## config.mk

```make
export PLATFORM = sky130hd
export DESIGN_NAME = i_type_issue_flat
export DESIGN_NICKNAME = d
export VERILOG_FILES = /design/src/rtl/i_issue_pkg.sv /design/src/rtl/i_type_issue_if.sv /design/src/rtl/i_issue_regfile.sv /design/src/rtl/i_type_issue.sv /design/src/flat_wrapper.sv
export SDC_FILE = /design/constraint.sdc
export NUM_CORES = 2
export LEC_CHECK = 0
export CAP_MARGIN = 15
export CORE_UTILIZATION = 62
export CTS_CLUSTER_DIAMETER = 120
export DETAILED_ROUTE_END_ITERATION = 16
export GPL_TIMING_DRIVEN = 0
export PLACE_DENSITY = 0.88
export REMOVE_ABC_BUFFERS = 1
export SLEW_MARGIN = 0
export SYNTH_ARGS = -nofsm -noshare
export SYNTH_HDL_FRONTEND = slang
export SYNTH_HIERARCHICAL = 1
export SYNTH_SLANG_ARGS = --single-unit
export TNS_END_PERCENT = 5
```

## constraint.sdc

```tcl
create_clock -name clk -period 41.2 [get_ports clk]
set_clock_uncertainty 0.2 [all_clocks]
set_input_delay 8.24 -clock clk [delete_from_list [all_inputs] [get_ports clk]]
set_output_delay 8.24 -clock clk [all_outputs]
set_load 0.05 [all_outputs]
```

## src/rtl/i_issue_pkg.sv

```systemverilog
`timescale 1ns/1ps
`default_nettype none
// ============================================================================
//  Module      : i_issue_pkg
//  Description : Shared constants, funct3 encoding and instruction field
//                layout for the OP-IMM issue path.
//  Revision    : 1.0 - initial release
// ============================================================================
package i_issue_pkg;

   localparam logic [6:0]  OPCODE_OP_IMM = 7'b0010011;
   localparam logic [31:0] NOP_INSTR     = 32'h00000013;   // addi x0,x0,0
   localparam logic [6:0]  FUNCT7_ZERO   = 7'b0000000;
   localparam logic [6:0]  FUNCT7_SRA    = 7'b0100000;

   typedef enum logic [2:0] {
      ADDI      = 3'b000,
      SLLI      = 3'b001,
      SLTI      = 3'b010,
      SLTIU     = 3'b011,
      XORI      = 3'b100,
      SRLI_SRAI = 3'b101,
      ORI       = 3'b110,
      ANDI      = 3'b111
   } funct3_e;

   typedef struct packed {
      logic [11:0] imm12;
      logic [4:0]  rs1;
      funct3_e     funct3;
      logic [4:0]  rd;
      logic [6:0]  opcode;
   } i_fields_t;

   // Sign-extend the 12-bit I-type immediate to 32 bits.
   function automatic logic [31:0] sext12(input logic [11:0] v);
      return {{20{v[11]}}, v};
   endfunction

endpackage
`default_nettype wire

```

## src/rtl/i_type_issue_if.sv

```systemverilog
`timescale 1ns/1ps
`default_nettype none
// ============================================================================
//  Module      : i_type_issue_if
//  Description : Instruction handshake, ALU operand/result bus and writeback
//                observation signals of the OP-IMM issue block.
//                master = instruction source / ALU side, slave = issue block.
//  Revision    : 1.0 - initial release
// ============================================================================
interface i_type_issue_if #(
   parameter int XLEN = 32
);
   logic            instr_valid;
   logic            instr_ready;
   logic [31:0]     instr_word;
   logic [31:0]     alu_instr;
   logic [XLEN-1:0] alu_in1;
   logic [XLEN-1:0] alu_imm;
   logic [XLEN-1:0] alu_result;
   logic            wb_valid;
   logic [4:0]      wb_rd;
   logic [XLEN-1:0] wb_data;

   modport master (
      output instr_valid, instr_word, alu_result,
      input  instr_ready, alu_instr, alu_in1, alu_imm, wb_valid, wb_rd, wb_data
   );

   modport slave (
      input  instr_valid, instr_word, alu_result,
      output instr_ready, alu_instr, alu_in1, alu_imm, wb_valid, wb_rd, wb_data
   );
endinterface
`default_nettype wire

```

## src/rtl/i_issue_regfile.sv

```systemverilog
`timescale 1ns/1ps
`default_nettype none
// ============================================================================
//  Module      : i_issue_regfile
//  Description : REG_COUNT x XLEN architectural register file. Two
//                combinational read ports (rs1, debug), one synchronous
//                write port. x0 is never written and always reads zero.
//  Revision    : 1.0 - initial release
// ============================================================================
module i_issue_regfile #(
   parameter int XLEN      = 32,
   parameter int REG_COUNT = 32
) (
   input  wire logic                         clk,
   input  wire logic                         rst,
   input  wire logic [$clog2(REG_COUNT)-1:0] i_rs1_addr,
   output logic      [XLEN-1:0]              o_rs1_data,
   input  wire logic [$clog2(REG_COUNT)-1:0] i_dbg_addr,
   output logic      [XLEN-1:0]              o_dbg_data,
   input  wire logic                         i_we,
   input  wire logic [$clog2(REG_COUNT)-1:0] i_waddr,
   input  wire logic [XLEN-1:0]              i_wdata
);

   logic [XLEN-1:0] r_regs [REG_COUNT];

   // Register storage; writes aimed at x0 are dropped so entry 0 stays zero.
   always_ff @(posedge clk or posedge rst) begin
      if (rst) begin
         for (int i = 0; i < REG_COUNT; i++) begin
            r_regs[i] <= '0;
         end
      end else if (i_we && (i_waddr != '0)) begin
         r_regs[i_waddr] <= i_wdata;
      end
   end

   // Combinational reads; x0 forced to zero explicitly.
   always_comb begin
      o_rs1_data = (i_rs1_addr == '0) ? '0 : r_regs[i_rs1_addr];
      o_dbg_data = (i_dbg_addr == '0) ? '0 : r_regs[i_dbg_addr];
   end

endmodule
`default_nettype wire

```

## src/rtl/i_type_issue.sv

```systemverilog
`timescale 1ns/1ps
`default_nettype none
// ============================================================================
//  Module      : i_type_issue
//  Description : Decode / legality / regfile / writeback shell of the OP-IMM
//                path. Registers {instr, rs1 value, sign-extended imm} toward
//                a combinational ALU and writes its result back one cycle
//                later.
//                Macro I_ISSUE_FORWARD_EN: when defined, a read of the rd
//                currently in the ALU stage is forwarded from alu_result;
//                otherwise instr_ready drops for one cycle (RAW stall).
//  Revision    : 1.0 - initial release
// ============================================================================
module i_type_issue
   import i_issue_pkg::*;
#(
   parameter int XLEN      = 32,
   parameter int REG_COUNT = 32,
   parameter int ILL_CNT_W = 8
) (
   input  wire logic                  clk,
   input  wire logic                  rst,
   i_type_issue_if.slave              bus,
   output logic                       illegal,
   output logic      [ILL_CNT_W-1:0]  illegal_cnt,
   input  wire logic [4:0]            dbg_addr,
   output logic      [XLEN-1:0]       dbg_data
);

   i_fields_t            w_f;
   logic [6:0]           w_funct7;
   logic                 w_legal;
   logic [4:0]           w_wb_rd;
   logic                 w_raw;
   logic                 w_ready;
   logic                 w_xfer;
   logic [XLEN-1:0]      w_rf_rs1;
   logic [XLEN-1:0]      w_rs1_val;

   logic [31:0]          r_alu_instr;
   logic [XLEN-1:0]      r_alu_in1;
   logic [XLEN-1:0]      r_alu_imm;
   logic                 r_wb_valid;
   logic                 r_illegal;
   logic [ILL_CNT_W-1:0] r_ill_cnt;

   assign w_f      = i_fields_t'(bus.instr_word);
   assign w_funct7 = w_f.imm12[11:5];
   assign w_wb_rd  = r_alu_instr[11:7];

   // Legality: OP-IMM opcode, and shifts must carry a valid funct7.
   always_comb begin
      w_legal = 1'b0;
      if (w_f.opcode == OPCODE_OP_IMM) begin
         case (w_f.funct3)
            SLLI:      w_legal = (w_funct7 == FUNCT7_ZERO);
            SRLI_SRAI: w_legal = (w_funct7 == FUNCT7_ZERO) || (w_funct7 == FUNCT7_SRA);
            default:   w_legal = 1'b1;
         endcase
      end
   end

   // RAW hazard: incoming rs1 names the register the ALU stage writes this cycle.
   assign w_raw = r_wb_valid && (w_f.rs1 == w_wb_rd) && (w_f.rs1 != 5'd0);

   // Operand source and ready: forward from the ALU, or hold off one cycle.
   always_comb begin
`ifdef I_ISSUE_FORWARD_EN
      w_ready   = 1'b1;
      w_rs1_val = w_raw ? bus.alu_result : w_rf_rs1;
`else
      w_ready   = ~w_raw;
      w_rs1_val = w_rf_rs1;
`endif
   end

   assign w_xfer = bus.instr_valid && w_ready;

   i_issue_regfile #(
      .XLEN      (XLEN),
      .REG_COUNT (REG_COUNT)
   ) u_regfile (
      .clk        (clk),
      .rst        (rst),
      .i_rs1_addr (w_f.rs1),
      .o_rs1_data (w_rf_rs1),
      .i_dbg_addr (dbg_addr),
      .o_dbg_data (dbg_data),
      .i_we       (r_wb_valid),
      .i_waddr    (w_wb_rd),
      .i_wdata    (bus.alu_result)
   );

   // ALU-stage registers: load on a legal transfer, otherwise hold; valid is per-cycle.
   always_ff @(posedge clk or posedge rst) begin
      if (rst) begin
         r_alu_instr <= NOP_INSTR;
         r_alu_in1   <= '0;
         r_alu_imm   <= '0;
         r_wb_valid  <= 1'b0;
      end else begin
         r_wb_valid <= 1'b0;
         if (w_xfer && w_legal) begin
            r_alu_instr <= bus.instr_word;
            r_alu_in1   <= w_rs1_val;
            r_alu_imm   <= XLEN'(sext12(w_f.imm12));
            r_wb_valid  <= 1'b1;
         end
      end
   end

   // Illegal pulse and saturating reject counter.
   always_ff @(posedge clk or posedge rst) begin
      if (rst) begin
         r_illegal <= 1'b0;
         r_ill_cnt <= '0;
      end else begin
         r_illegal <= w_xfer && !w_legal;
         if (w_xfer && !w_legal && (r_ill_cnt != '1)) begin
            r_ill_cnt <= r_ill_cnt + ILL_CNT_W'(1);
         end
      end
   end

   assign bus.instr_ready = w_ready;
   assign bus.alu_instr   = r_alu_instr;
   assign bus.alu_in1     = r_alu_in1;
   assign bus.alu_imm     = r_alu_imm;
   assign bus.wb_valid    = r_wb_valid;
   assign bus.wb_rd       = w_wb_rd;
   assign bus.wb_data     = bus.alu_result;
   assign illegal         = r_illegal;
   assign illegal_cnt     = r_ill_cnt;

endmodule
`default_nettype wire

```

## src/flat_wrapper.sv

```systemverilog
// flat-port wrapper written by rule: the top's interface ports become plain ports
module i_type_issue_flat import i_issue_pkg::*;
#(
   parameter int XLEN      = 32,
   parameter int REG_COUNT = 32,
   parameter int ILL_CNT_W = 8
)
  (clk, rst, illegal, illegal_cnt, dbg_addr, dbg_data, bus_instr_valid, bus_instr_word, bus_alu_result, bus_instr_ready, bus_alu_instr, bus_alu_in1, bus_alu_imm, bus_wb_valid, bus_wb_rd, bus_wb_data);
  i_type_issue_if #(.XLEN(XLEN)) bus_i ();
  input  wire logic clk;
  input  wire logic rst;
  output logic illegal;
  output logic      [ILL_CNT_W-1:0] illegal_cnt;
  input  wire logic [4:0] dbg_addr;
  output logic      [XLEN-1:0] dbg_data;
  input wire logic [$bits(bus_i.instr_valid)-1:0] bus_instr_valid;
  input wire logic [$bits(bus_i.instr_word)-1:0] bus_instr_word;
  input wire logic [$bits(bus_i.alu_result)-1:0] bus_alu_result;
  output wire logic [$bits(bus_i.instr_ready)-1:0] bus_instr_ready;
  output wire logic [$bits(bus_i.alu_instr)-1:0] bus_alu_instr;
  output wire logic [$bits(bus_i.alu_in1)-1:0] bus_alu_in1;
  output wire logic [$bits(bus_i.alu_imm)-1:0] bus_alu_imm;
  output wire logic [$bits(bus_i.wb_valid)-1:0] bus_wb_valid;
  output wire logic [$bits(bus_i.wb_rd)-1:0] bus_wb_rd;
  output wire logic [$bits(bus_i.wb_data)-1:0] bus_wb_data;
  assign bus_i.instr_valid = bus_instr_valid;
  assign bus_i.instr_word = bus_instr_word;
  assign bus_i.alu_result = bus_alu_result;
  assign bus_instr_ready = bus_i.instr_ready;
  assign bus_alu_instr = bus_i.alu_instr;
  assign bus_alu_in1 = bus_i.alu_in1;
  assign bus_alu_imm = bus_i.alu_imm;
  assign bus_wb_valid = bus_i.wb_valid;
  assign bus_wb_rd = bus_i.wb_rd;
  assign bus_wb_data = bus_i.wb_data;
  i_type_issue #(.XLEN(XLEN), .REG_COUNT(REG_COUNT), .ILL_CNT_W(ILL_CNT_W)) u_core (.clk(clk), .rst(rst), .bus(bus_i), .illegal(illegal), .illegal_cnt(illegal_cnt), .dbg_addr(dbg_addr), .dbg_data(dbg_data));
endmodule
```

==> impl_metrics.ini <==
[setup_path]
crit_required_ps = 32760
reg2reg_slack_ps = 37700
start_kind = primary input
worst-endpoint-arrival_ps = 12490
critPathKind = in -> out
r2r_start = u_core/bus.alu_instr[9]
cp-end-kind = primary output
r2r_cells = 7
crit_path_max_fanout = 82
r2r-end = u_core/bus.alu_in1[27]

[floorplanning]
die_h_um = 309
core_area_mm2 = 0.0933
io_pins = 248
die_w_um = 309
start_util = 0.626
die-area_mm2 = 0.0954
placementRows = 112

[synthesis]
ys_types = 55
ys_ff_latch = 1098
async_flop_share = 1.00
syn_area_mm2 = 0.0584
synth_warnings = 6
yosys_most_used_dff = dfrtp_1
synth-seq-area-share = 0.471
syn_area_per_cell_um2 = 14.4
synthCells = 4069
synth_enable_flop_cells = 0

[place]
dp_hpwl_um = 104000
place.gp.congestion = 0.816
io_buffer_count = 247
dp.cells = 5149

[timing]
hold_viol_final = 0
final_max_slew_viol_count = 0
tightest_slew_ps = 1380
fin_crit_ps = 20930
rsz0062_at_grt = no
fin_crit_sh = 0.508
hold_ws_ps = 200
fmax_ghz = 0.0478
finalSetupViolations = 0
max_slew_margin = 0.0796

[detailed_routing]
drc_errors = 0
wl_per_cell_um = 32.8
routed_wirelength_um = 176000
drt_iter0_drc = 5204
vias = 40000
dr.pass1.iters = 5
via_per_inst = 7.45
ant_nets = 0

[global_routing]
grt_pass1_wl_um = 262000
grt_overflow = 0
grt_pass1_vias = 41200
antenna_found_initial = 3
grt_util_all_layers = 0.372
grt_max_degree = 133

[clocking]
post_cts_resize_count = 0
cts.path.max_buffers = 3
path_clk_slew_ps = 60
hold_buffers = 0
clock-sinks = 1098
cts_buffers = 113
cts_tree = done
clock_latency_ps = 710
cts-root-buf = clkbuf_16
post-cts-setup-buffer-count = 0
ctsHtreeMaxLevel = 3

[min_path]
hold_start = u_core/u_regfile/r_regs[997]
hold_path_class = reg -> reg
min_path_cells = 0
hold_end = u_core/u_regfile/r_regs[997]

[final_layout]
final_util = 0.710
drive_gt1_frac = 0.438
finalNetCount = 4087
num-fill-cells = 5731
fin_cells = 5363
syn_to_final_growth_pct = 13.4

[power_and_ir_drop]
p_per_area_mw_per_mm2 = 39.0
peakVddDrop_uv = 39.2
p_leak_nw = 29.2

[flow_run]
drv_cap = 0

[status]
outcome = completed
## kinds of logic after synthesis
logic type | share of synthesized area
flops | 0.471
xor+xnor | 0.000900
mux | 0.410
compound gates | 0.0501
simple gates | 0.0218
fa+ha+maj | 0.000214
buf+inv | 0.0462
## routing by layer
layer / vias up / routed length (um) / track usage
met2: 3014 / 79300 / 0.562
met4: 4 / 11700 / 0.217
met5: - / 27 / 0
met3: 814 / 20500 / 0.0900
met1: 20800 / 64500 / 0.496
li1: 15400 / - / -
## cells in the final DEF (no fill, tap or decap), drive strengths merged, types with 27 or more instances in the layout
| cell | instances |
|---|---|
| nand2 | 59 |
| o22ai | 35 |
| clkbuf | 160 |
| a22oi | 118 |
| nor3 | 31 |
| a22o | 46 |
| dfrtp | 1095 |
| mux2 | 1100 |
| clkdlybuf4s50 | 238 |
| a21oi | 68 |
| buf | 102 |
| mux2i | 364 |
| mux4 | 343 |
| a211oi | 52 |
| nor4 | 27 |
## worst max-delay path, cell delays in order
cell and delay (ps):
buf_8 440, buf_16 490, buf_16 490, buf_16 370, mux4_2 580, a22o_1 250, a2111oi_0 380, a311oi_1 130
clkdlybuf4s50_1 760
## cell usage after synthesis (13+ instances only)
master | number | area share
a2111oi_0 | 13 | 0.0019
a211oi_1 | 52 | 0.0067
a21oi_1 | 67 | 0.0057
a22o_1 | 46 | 0.0069
a22oi_1 | 118 | 0.015
buf_1 | 58 | 0.0037
buf_2 | 67 | 0.0057
buf_4 | 111 | 0.014
buf_6 | 30 | 0.0058
clkbuf_1 | 243 | 0.016
dfrtp_1 | 1095 | 0.47
mux2_2 | 1047 | 0.20
mux2_4 | 53 | 0.014
mux2i_1 | 364 | 0.062
mux4_2 | 343 | 0.13
nand2_1 | 59 | 0.0038
nand3_1 | 15 | 0.0013
nor2_1 | 25 | 0.0016
nor2b_1 | 26 | 0.0028
nor3_1 | 31 | 0.0027
nor4_1 | 26 | 0.0028
o21ai_0 | 20 | 0.0017
o221ai_1 | 26 | 0.0039
o22ai_1 | 35 | 0.0037
## final cells by class
cell class / instances / area [um^2] / share of cell area
clock buffers: 159 / 3250 / 0.0491
multi-input cells: 2452 / 28500 / 0.430
well taps: 1254 / 1570 / 0.0237
clock inverters: 50 / 802 / 0.0121
flip-flops and latches: 1098 / 27500 / 0.415
diodes: 1 / 2.50 / 0.0000378
inverters: 8 / 40.0 / 0.000605
repair buffers: 341 / 4610 / 0.0696
## power breakdown
part	internal, mW	switching [mW]	leakage [nW]
sequential	1.11	0.0301	14.2
combinational	0.129	0.199	13.0
clock	0.669	0.442	2.00
total	1.91	0.671	29.2
## per-stage QoR
step	total power, mW	setup slack, ps	setup TNS [ps]	area, um^2
after global routing	2.65	19940	0	66200
after detailed placement	1.48	20210	0	62100
final	2.58	20270	0	66200
after global placement	1.54	-13690	-7162350	59800
after floorplan	1.33	3940	0	55700
after CTS	2.58	20200	0	66100
## flip-flops by register name, summed over array words and instances, names as in the netlist
| signal | cells |
|---|---|
| u_core/u_regfile/r_regs | 1024 |
| u_core/bus.alu_in1 | 32 |
| u_core/bus.alu_instr | 32 |
| u_core/illegal_cnt | 8 |
| u_core/bus.wb_valid | 1 |
| u_core/illegal | 1 |
## how the worst max path moves through the flow
stage / start / endpoint / slack (ps) / cells past startpoint
after floorplan: rst / u_core/u_regfile/r_regs[0] / 3940 / 1
after global placement: dbg_addr[0] / dbg_data[29] / -13690 / 4
after detailed placement: dbg_addr[0] / dbg_data[27] / 20210 / 9
after CTS: dbg_addr[0] / dbg_data[27] / 20200 / 9
after global routing: dbg_addr[0] / dbg_data[9] / 19940 / 9
final: dbg_addr[0] / dbg_data[9] / 20270 / 9
No activity file was read; power rests on OpenSTA's default activity.
